<file path="src/rtl/display_mux_7seg_n.sv">
// N-digit multiplexed 7-segment driver: prescaled digit scan, hex decode,
// per-digit decimal point, PWM brightness with anti-ghost guard,
// leading-zero blanking and frame-aligned double-buffered loads.
module display_mux_7seg_n #(
    parameter int unsigned N_DIGITS         = 4,
    parameter int unsigned CLK_HZ           = 100000000,
    parameter int unsigned REFRESH_HZ       = 1000,
    parameter int unsigned BRIGHT_W         = 3,
    parameter int unsigned GUARD            = 4,
    parameter bit          SEG_ACTIVE_LOW   = 1'b1,
    parameter bit          DIGIT_ACTIVE_LOW = 1'b1
) (
    input  logic                    clk,
    input  logic                    rst_n,
    input  logic                    en,
    input  logic                    load,
    input  logic [4*N_DIGITS-1:0]   digits_in,
    input  logic [N_DIGITS-1:0]     dp_in,
    input  logic                    blank_lz,
    input  logic [BRIGHT_W-1:0]     brightness,
    output logic [7:0]              SEG,
    output logic [N_DIGITS-1:0]     DIGIT,
    output logic                    frame_tick
);

    localparam int unsigned SLOT = CLK_HZ / (REFRESH_HZ * N_DIGITS);
    localparam int unsigned STEP = SLOT >> BRIGHT_W;
    localparam int unsigned PW   = (SLOT > 1) ? $clog2(SLOT) : 1;
    localparam int unsigned LW   = PW + 1;
    localparam int unsigned SW   = $clog2(N_DIGITS);
    localparam int unsigned DW   = 4 * N_DIGITS;

    localparam logic [7:0]          SEG_XOR = {8{SEG_ACTIVE_LOW}};
    localparam logic [N_DIGITS-1:0] DIG_XOR = {N_DIGITS{DIGIT_ACTIVE_LOW}};

    logic [PW-1:0]       r_presc;
    logic [SW-1:0]       r_slot;
    logic [DW-1:0]       r_pend_dig;
    logic [N_DIGITS-1:0] r_pend_dp;
    logic [DW-1:0]       r_act_dig;
    logic [N_DIGITS-1:0] r_act_dp;
    logic [7:0]          r_seg;
    logic [N_DIGITS-1:0] r_digit;
    logic                r_frame_tick;

    logic                w_presc_wrap;
    logic                w_slot_last;
    logic [DW-1:0]       w_src_dig;
    logic [N_DIGITS-1:0] w_src_dp;
    logic [DW-1:0]       w_cur_dig;
    logic [N_DIGITS-1:0] w_cur_dp;
    logic [LW-1:0]       w_limit;
    logic                w_lit;
    logic                w_lz_run;
    logic [N_DIGITS-1:0] w_lz;
    logic [3:0]          w_nib;
    logic                w_dp;
    logic                w_blank;
    logic [N_DIGITS-1:0] w_onehot;
    logic [7:0]          w_seg_on;
    logic [N_DIGITS-1:0] w_digit_on;

    // Hex nibble to active-high g..a segment pattern
    function automatic logic [6:0] hex7(input logic [3:0] n);
        case (n)
            4'h0: hex7 = 7'h3F;
            4'h1: hex7 = 7'h06;
            4'h2: hex7 = 7'h5B;
            4'h3: hex7 = 7'h4F;
            4'h4: hex7 = 7'h66;
            4'h5: hex7 = 7'h6D;
            4'h6: hex7 = 7'h7D;
            4'h7: hex7 = 7'h07;
            4'h8: hex7 = 7'h7F;
            4'h9: hex7 = 7'h6F;
            4'hA: hex7 = 7'h77;
            4'hB: hex7 = 7'h7C;
            4'hC: hex7 = 7'h39;
            4'hD: hex7 = 7'h5E;
            4'hE: hex7 = 7'h79;
            default: hex7 = 7'h71;
        endcase
    endfunction

    assign w_presc_wrap = (r_presc == PW'(SLOT - 1));
    assign w_slot_last  = (r_slot == SW'(N_DIGITS - 1));

    // Data a frame would start with: a load on the frame-start cycle wins over pending
    assign w_src_dig = load ? digits_in : r_pend_dig;
    assign w_src_dp  = load ? dp_in     : r_pend_dp;
    // On the frame-start cycle the new frame's data is used straight away so no slot tears
    assign w_cur_dig = r_frame_tick ? w_src_dig : r_act_dig;
    assign w_cur_dp  = r_frame_tick ? w_src_dp  : r_act_dp;

    assign w_limit = LW'(brightness) * LW'(STEP);

    // Prescaler and slot counter
    always_ff @(posedge clk) begin
        if (!rst_n) begin
            r_presc <= '0;
            r_slot  <= '0;
        end else if (w_presc_wrap) begin
            r_presc <= '0;
            r_slot  <= w_slot_last ? '0 : r_slot + SW'(1);
        end else begin
            r_presc <= r_presc + PW'(1);
        end
    end

    // Pending buffer takes every load; active buffer swaps only at frame start
    always_ff @(posedge clk) begin
        if (!rst_n) begin
            r_pend_dig <= '0;
            r_pend_dp  <= '0;
            r_act_dig  <= '0;
            r_act_dp   <= '0;
        end else begin
            if (load) begin
                r_pend_dig <= digits_in;
                r_pend_dp  <= dp_in;
            end
            if (r_frame_tick) begin
                r_act_dig <= w_src_dig;
                r_act_dp  <= w_src_dp;
            end
        end
    end

    // Select current digit, leading-zero blanking, brightness/guard window
    always_comb begin
        w_lz_run   = 1'b1;
        w_lz       = '0;
        w_nib      = 4'h0;
        w_dp       = 1'b0;
        w_blank    = 1'b0;
        w_onehot   = '0;
        for (int i = int'(N_DIGITS) - 1; i >= 0; i--) begin
            w_lz_run = w_lz_run && (w_cur_dig[4*i +: 4] == 4'h0);
            w_lz[i]  = w_lz_run;
        end
        for (int i = 0; i < int'(N_DIGITS); i++) begin
            if (r_slot == SW'(i)) begin
                w_nib       = w_cur_dig[4*i +: 4];
                w_dp        = w_cur_dp[i];
                w_blank     = blank_lz && (i != 0) && w_lz[i];
                w_onehot[i] = 1'b1;
            end
        end
        w_lit      = en && (r_presc >= PW'(GUARD)) && (LW'(r_presc) < w_limit);
        w_seg_on   = w_lit ? {w_dp, (w_blank ? 7'h00 : hex7(w_nib))} : 8'h00;
        w_digit_on = w_lit ? w_onehot : '0;
    end

    // Output registers; polarity applied only here
    always_ff @(posedge clk) begin
        if (!rst_n) begin
            r_seg        <= SEG_XOR;
            r_digit      <= DIG_XOR;
            r_frame_tick <= 1'b0;
        end else begin
            r_seg        <= w_seg_on ^ SEG_XOR;
            r_digit      <= w_digit_on ^ DIG_XOR;
            r_frame_tick <= w_presc_wrap && w_slot_last;
        end
    end

    assign SEG        = r_seg;
    assign DIGIT      = r_digit;
    assign frame_tick = r_frame_tick;

endmodule

</file>
<file path="config.mk">
export PLATFORM = sky130hd
export DESIGN_NAME = display_mux_7seg_n
export DESIGN_NICKNAME = d
export VERILOG_FILES = /design/src/rtl/display_mux_7seg_n.sv
export SDC_FILE = /design/constraint.sdc
export NUM_CORES = 1
export LEC_CHECK = 0
export CAP_MARGIN = 15
export CORE_UTILIZATION = 51
export DETAILED_ROUTE_END_ITERATION = 8
export PLACE_DENSITY = 0.76
export REMOVE_ABC_BUFFERS = 1
export SYNTH_ARGS = -nofsm -noshare
export SYNTH_HDL_FRONTEND = slang
export SYNTH_SLANG_ARGS = --single-unit
</file>
<file path="constraint.sdc">
create_clock -name clk -period 3.25 [get_ports clk]
set_clock_uncertainty 0.1 [all_clocks]
set_input_delay 0.325 -clock clk [delete_from_list [all_inputs] [get_ports clk]]
set_output_delay 0.325 -clock clk [all_outputs]
set_load 0.01 [all_outputs]
</file>
## Word level (Yosys, flattened, before mapping)

Memories as Yosys holds them, arrays and structs flattened.
Index checks and enable logic that the tools add are counted.

- Flip-flop bits (word level): 70
- ROM bits: 112
- Input bits: 28
- Output and inout bits: 13
- Logic and storage cells: 58
- Memories: 1

- $add $sub $neg: 2
- $mul: 1
- Order comparisons: 2
- Eq/ne operators: 4
- Mux-type cells: 23
- Bitwise gates (word level): 3
- Reduce and logical (&&, ||, !) cells: 13

Memories:

| memory | words | bits a word | read ports | clocked after memory_dff | wr ports | line | text |
|---|---|---|---|---|---|---|---|
| (name not given) | 16 | 7 | 1 | 0 | 0 | 65 | `case (n)` |

Operator list:

| kind | count |
|---|---|
| 16-bit two-way mux | 2 |
| 4-bit two-way mux | 7 |
| 15-bit by 1-bit adder with 15-bit output (second input constant) | 1 |
| 15-bit equality test (second input constant) | 1 |
| 15-bit by 3-bit greater-or-equal comparator with 1-bit output (second input constant) | 1 |
| 15-bit less-than comparator | 1 |
| 3-bit by 12-bit multiplier with 15-bit output (second input constant) | 1 |
| 4-bit zero test | 3 |
| 1-bit two-way mux | 11 |
| 1-bit logical AND | 8 |
| 8-bit two-way mux | 1 |
| 8-bit inverter | 1 |
| 7-bit two-way mux | 1 |
| 2-bit equality test (second input constant) | 2 |
| 4-bit inverter | 1 |
| 2-bit by 1-bit adder with 2-bit output (second input constant) | 1 |
| 2-bit by 1-bit equality test with 1-bit output (second input constant) | 1 |
| 2-bit zero test | 1 |
| 2-bit two-way mux | 1 |
| 2-bit OR reduction | 1 |
| 1-bit inverter | 1 |

## Logic depth before layout (Yosys ltp)

- Word-level depth: 12
- Gate-level depth with buffers: 15
- Gate-level depth less buffers: 15

## Worst setup path after synthesis

Ideal clock, no wire load.

- Path type: input-to-reg
- From: input port brightness[0]
- To: register r_seg[1], in the netlist SEG[1]
- Library setup time: 0.149 ns
- Data arrival time: 3.020 ns
- Data required time: 3.001 ns
- Slack: -0.019 ns
- Stages: 15
- Path buffers: 0
- Path through: ha_1 -> ha_1 -> ha_1 -> nor2b_1 -> o21ai_0 -> o21ai_0 -> a21oi_1 -> xor2_1 -> ha_1 -> a211o_1 -> a21oi_1 -> o221ai_1 -> a2111o_1 -> a211oi_2 -> o221ai_1

- Longest elaborated chain between the ends: 5

Ends and longest elaborated chain:

| what | line | text |
|---|---|---|
| start, declared | 20 | `input logic [BRIGHT_W-1:0] brightness,` |
| 3-bit by 12-bit multiplier with 15-bit output | 95 | `assign w_limit = LW'(brightness) * LW'(STEP);` |
| 15-bit less-than comparator | 149 | `w_lit = en && (r_presc >= PW'(GUARD)) && (LW'(r_presc) < w_limit);` |
| 1-bit logical AND | 149 |  |
| 8-bit two-way mux | 150 | `w_seg_on = w_lit ? {w_dp, (w_blank ? 7'h00 : hex7(w_nib))} : 8'h00;` |
| 8-bit inverter (no source line) | - |  |
| end signal, assigned | 161 | `r_seg <= w_seg_on ^ SEG_XOR;` |
| end, declared | 42 | `logic [7:0] r_seg;` |

No other way between the ends.
A chain may end at the register's enable or synchronous reset.

## Worst setup path after layout

- From: input port brightness[1]
- To: register r_seg[2], in the netlist SEG[2]

Same word-level chain as after synthesis.

==> reports/results.ini <==
[outcome]
status=complete, no violations

[synthesis]
netlist_instances=383
yosysWarnings=0
synthTopCellsByCount=70 x dfxtp_1, 36 x nor2_1, 33 x ha_1
synth_edf_count=0
synth_top_cells_by_area=dfxtp_1 39%, ha_1 11%, mux2i_1 7.0%
yosysMostFrequentCell=dfxtp_1
ys_ff_latch=70
yosysUniqueCellTypes=46
avgSynthCellArea_um2=9.39
async_flop_share_pct=0
synth_area_leader_cell=dfxtp_1
ys.flop_type=dfxtp_1
synth_area_mm2=0.00360
yosysTopAreaCellShare_pct=39.0
synth_seq_area_share_pct=39.0

[die]
core-area_mm2=0.00679
die-area_mm2=0.00739
die_h_um=86.0
start_util_pct=52.9
die-width_um=86.0
rows=30
pin_count=41

[timing]
hold_viol=0
fmax_mhz=322
rsz0062_at_grt=no
hold_slack_ns=0.404
drv_slew=0
timing.final.crit_share_pct=95.7
slew_headroom_pct=60.3
layout_min_cycle_time_ns=3.11
setup_viol=0
worst_slew_pin_slew_ns=0.590

[min_path]
min_path_type=reg2reg
min_from=r_presc[0]
min_to=r_presc[0]
whs_path_depth=1

[setup_path]
critPathKind=in2reg
reg2reg_depth=9
arrival_ns=3.21
crit_required_ns=3.35
worst_r2r_endpoint=SEG[3]
rrSetupSlack_ns=0.38
start_kind=primary input
r2r-start=r_slot[0]
cp-end-kind=flip-flop
critPathMaxFanout=7

[final_layout]
antenna_cells=0
drive_above_1_share_pct=12.7
finalNetCount=504
syn2layout_area_growth_pct=22.5
finish.utilization_pct=64.8

[cts]
clk_pin_slew_worst_paths_ns=0.07
cts_hold_buf=0
cts_num_sinks=70
cts_made_buffers=9
cts_root_buf=clkbuf_8
cts_tree=yes
cts_buffer_depth=2
clock_latency_ns=0.35
htree_levels=3

[global_routing]
grt_max_degree=46
grt_pass1_wl_um=12400
grt_pass1_vias=2788
grt_overflow=0
globalRouteTotalUtil_pct=21.4
antenna_found_initial=0

[run]
maxCapViolCount=0

[power_and_ir_drop]
vdd_drop_max_mv=0.201
total_power_mw=1.71
p_per_area_mw_per_mm2=388
power.leakage_nw=1.82

[drt]
drt_iter0_markers=151
post_drt_wl_per_cell_um=13.7
drt_wl_total_um=7480
drt_pass1_iterations=4
via_per_inst=5.33
ant_nets=0
routed-via-count=2898
drc=0

[placed_design]
port_buffers=40
place_congestion=0.835
post-dp-hpwl_um=5570

## sequential cells by signal, summed over array words and instances (netlist names)
name and count:
DIGIT 4, SEG 8, frame_tick 1, r_act_dig 16, r_act_dp 4, r_pend_dig 16, r_pend_dp 4, r_presc 15
r_slot 2
## area by class of cell
class | instances | area [um2]
clock buffer | 9 | 124
clock inverter | 7 | 55.1
fill | 566 | 2390
inverter | 19 | 71.3
multi-input combinational | 281 | 2070
sequential | 70 | 1400
tap | 96 | 120
timing repair buffer | 62 | 567
## stage by stage
stage                     worst slack, ns  cells  setup TNS, ns  instance area, um2
after floorplan                   -0.0193    370        -0.0385                3520
after global placement             -0.525    527          -5.44                4220
after detailed placement           -0.628    527          -6.42                4220
after CTS                          0.0679    543              0                4390
after global routing               0.0139    544              0                4410
final                               0.140    544              0                4410
## critical path, stage by stage
cell and delay, ns:
dlygate4sd2_1 0.28, ha_1 0.32, xor2_1 0.18, a32o_1 0.28, a21oi_1 0.16, ha_1 0.25, a211o_1 0.30, a21oi_2 0.13
o221ai_2 0.10, a2111o_1 0.38, a211oi_2 0.20, buf_4 0.18, o221ai_1 0.11
## worst max-delay path by stage
| stage | from | end | slack (ns) | cells past startpoint |
|---|---|---|---|---|
| 3_3_place_gp | brightness[0] | SEG[2] | -0.53 | 17 |
| 5_1_grt | brightness[1] | SEG[2] | 0.01 | 13 |
| 4_1_cts | brightness[0] | SEG[2] | 0.07 | 17 |
| 3_5_place_dp | brightness[0] | SEG[2] | -0.63 | 17 |
| 2_1_floorplan | brightness[0] | SEG[1] | -0.02 | 15 |
| 6_report | brightness[1] | SEG[2] | 0.14 | 13 |
## what timing repair did
action                                  4_1_cts  5_1_grt
pin swaps                                     2        6
endpoints found under the setup margin       12        7
buffers inserted                              0        1
resized for setup                             4        8
hold endpoints to repair                      0        0
## layout by cell type (no fill, tap or decap), drive strengths merged, types with 4 or more instances in the layout
cell type	n
dfxtp	70
clkdlybuf4s50	37
nor2	36
ha	33
mux2i	25
nor2b	25
buf	22
inv	22
nand2	19
and2	18
a21oi	17
xor2	11
nand3	11
clkbuf	11
mux2	8
xnor2	8
a211oi	8
o21ai	7
o211ai	5
a221oi	4
nand2b	4
nand4	4
nor4	4
## per-layer routing
| metal | up-vias | routed length, um | GRT usage [%] |
|---|---|---|---|
| met3 | 11 | 350 | 4.33 |
| met1 | 1364 | 3440 | 26.3 |
| met5 | - | 0 | 0 |
| li1 | 1454 | - | - |
| met4 | 0 | 105 | 8.33 |
| met2 | 69 | 3580 | 36.7 |
## cell families (layout without fill, tap and decap cells)
group                      Yosys count  after routing  synth area share [%]
AOI/OAI and AO/OA                   60             60                  11.9
xor gates and xnor gates            19             19                  4.63
adders and majority gates           33             33                  11.5
buffers and inverters               32             97                  4.00
DFF                                 70             70                  39.0
muxes                               33             33                  9.46
and+or+nand+nor                    136            136                  19.6
## power breakdown
| part | internal, mW | switching, mW | total, mW | leakage, nW |
|---|---|---|---|---|
| Combinational | 0.105 | 0.0853 | 0.190 | 1.16 |
| Clock | 0.284 | 0.349 | 0.633 | 0.0866 |
| Sequential | 0.876 | 0.00889 | 0.885 | 0.569 |
| Total | 1.27 | 0.443 | 1.71 | 1.82 |
Power figures use the tool's default switching activity.
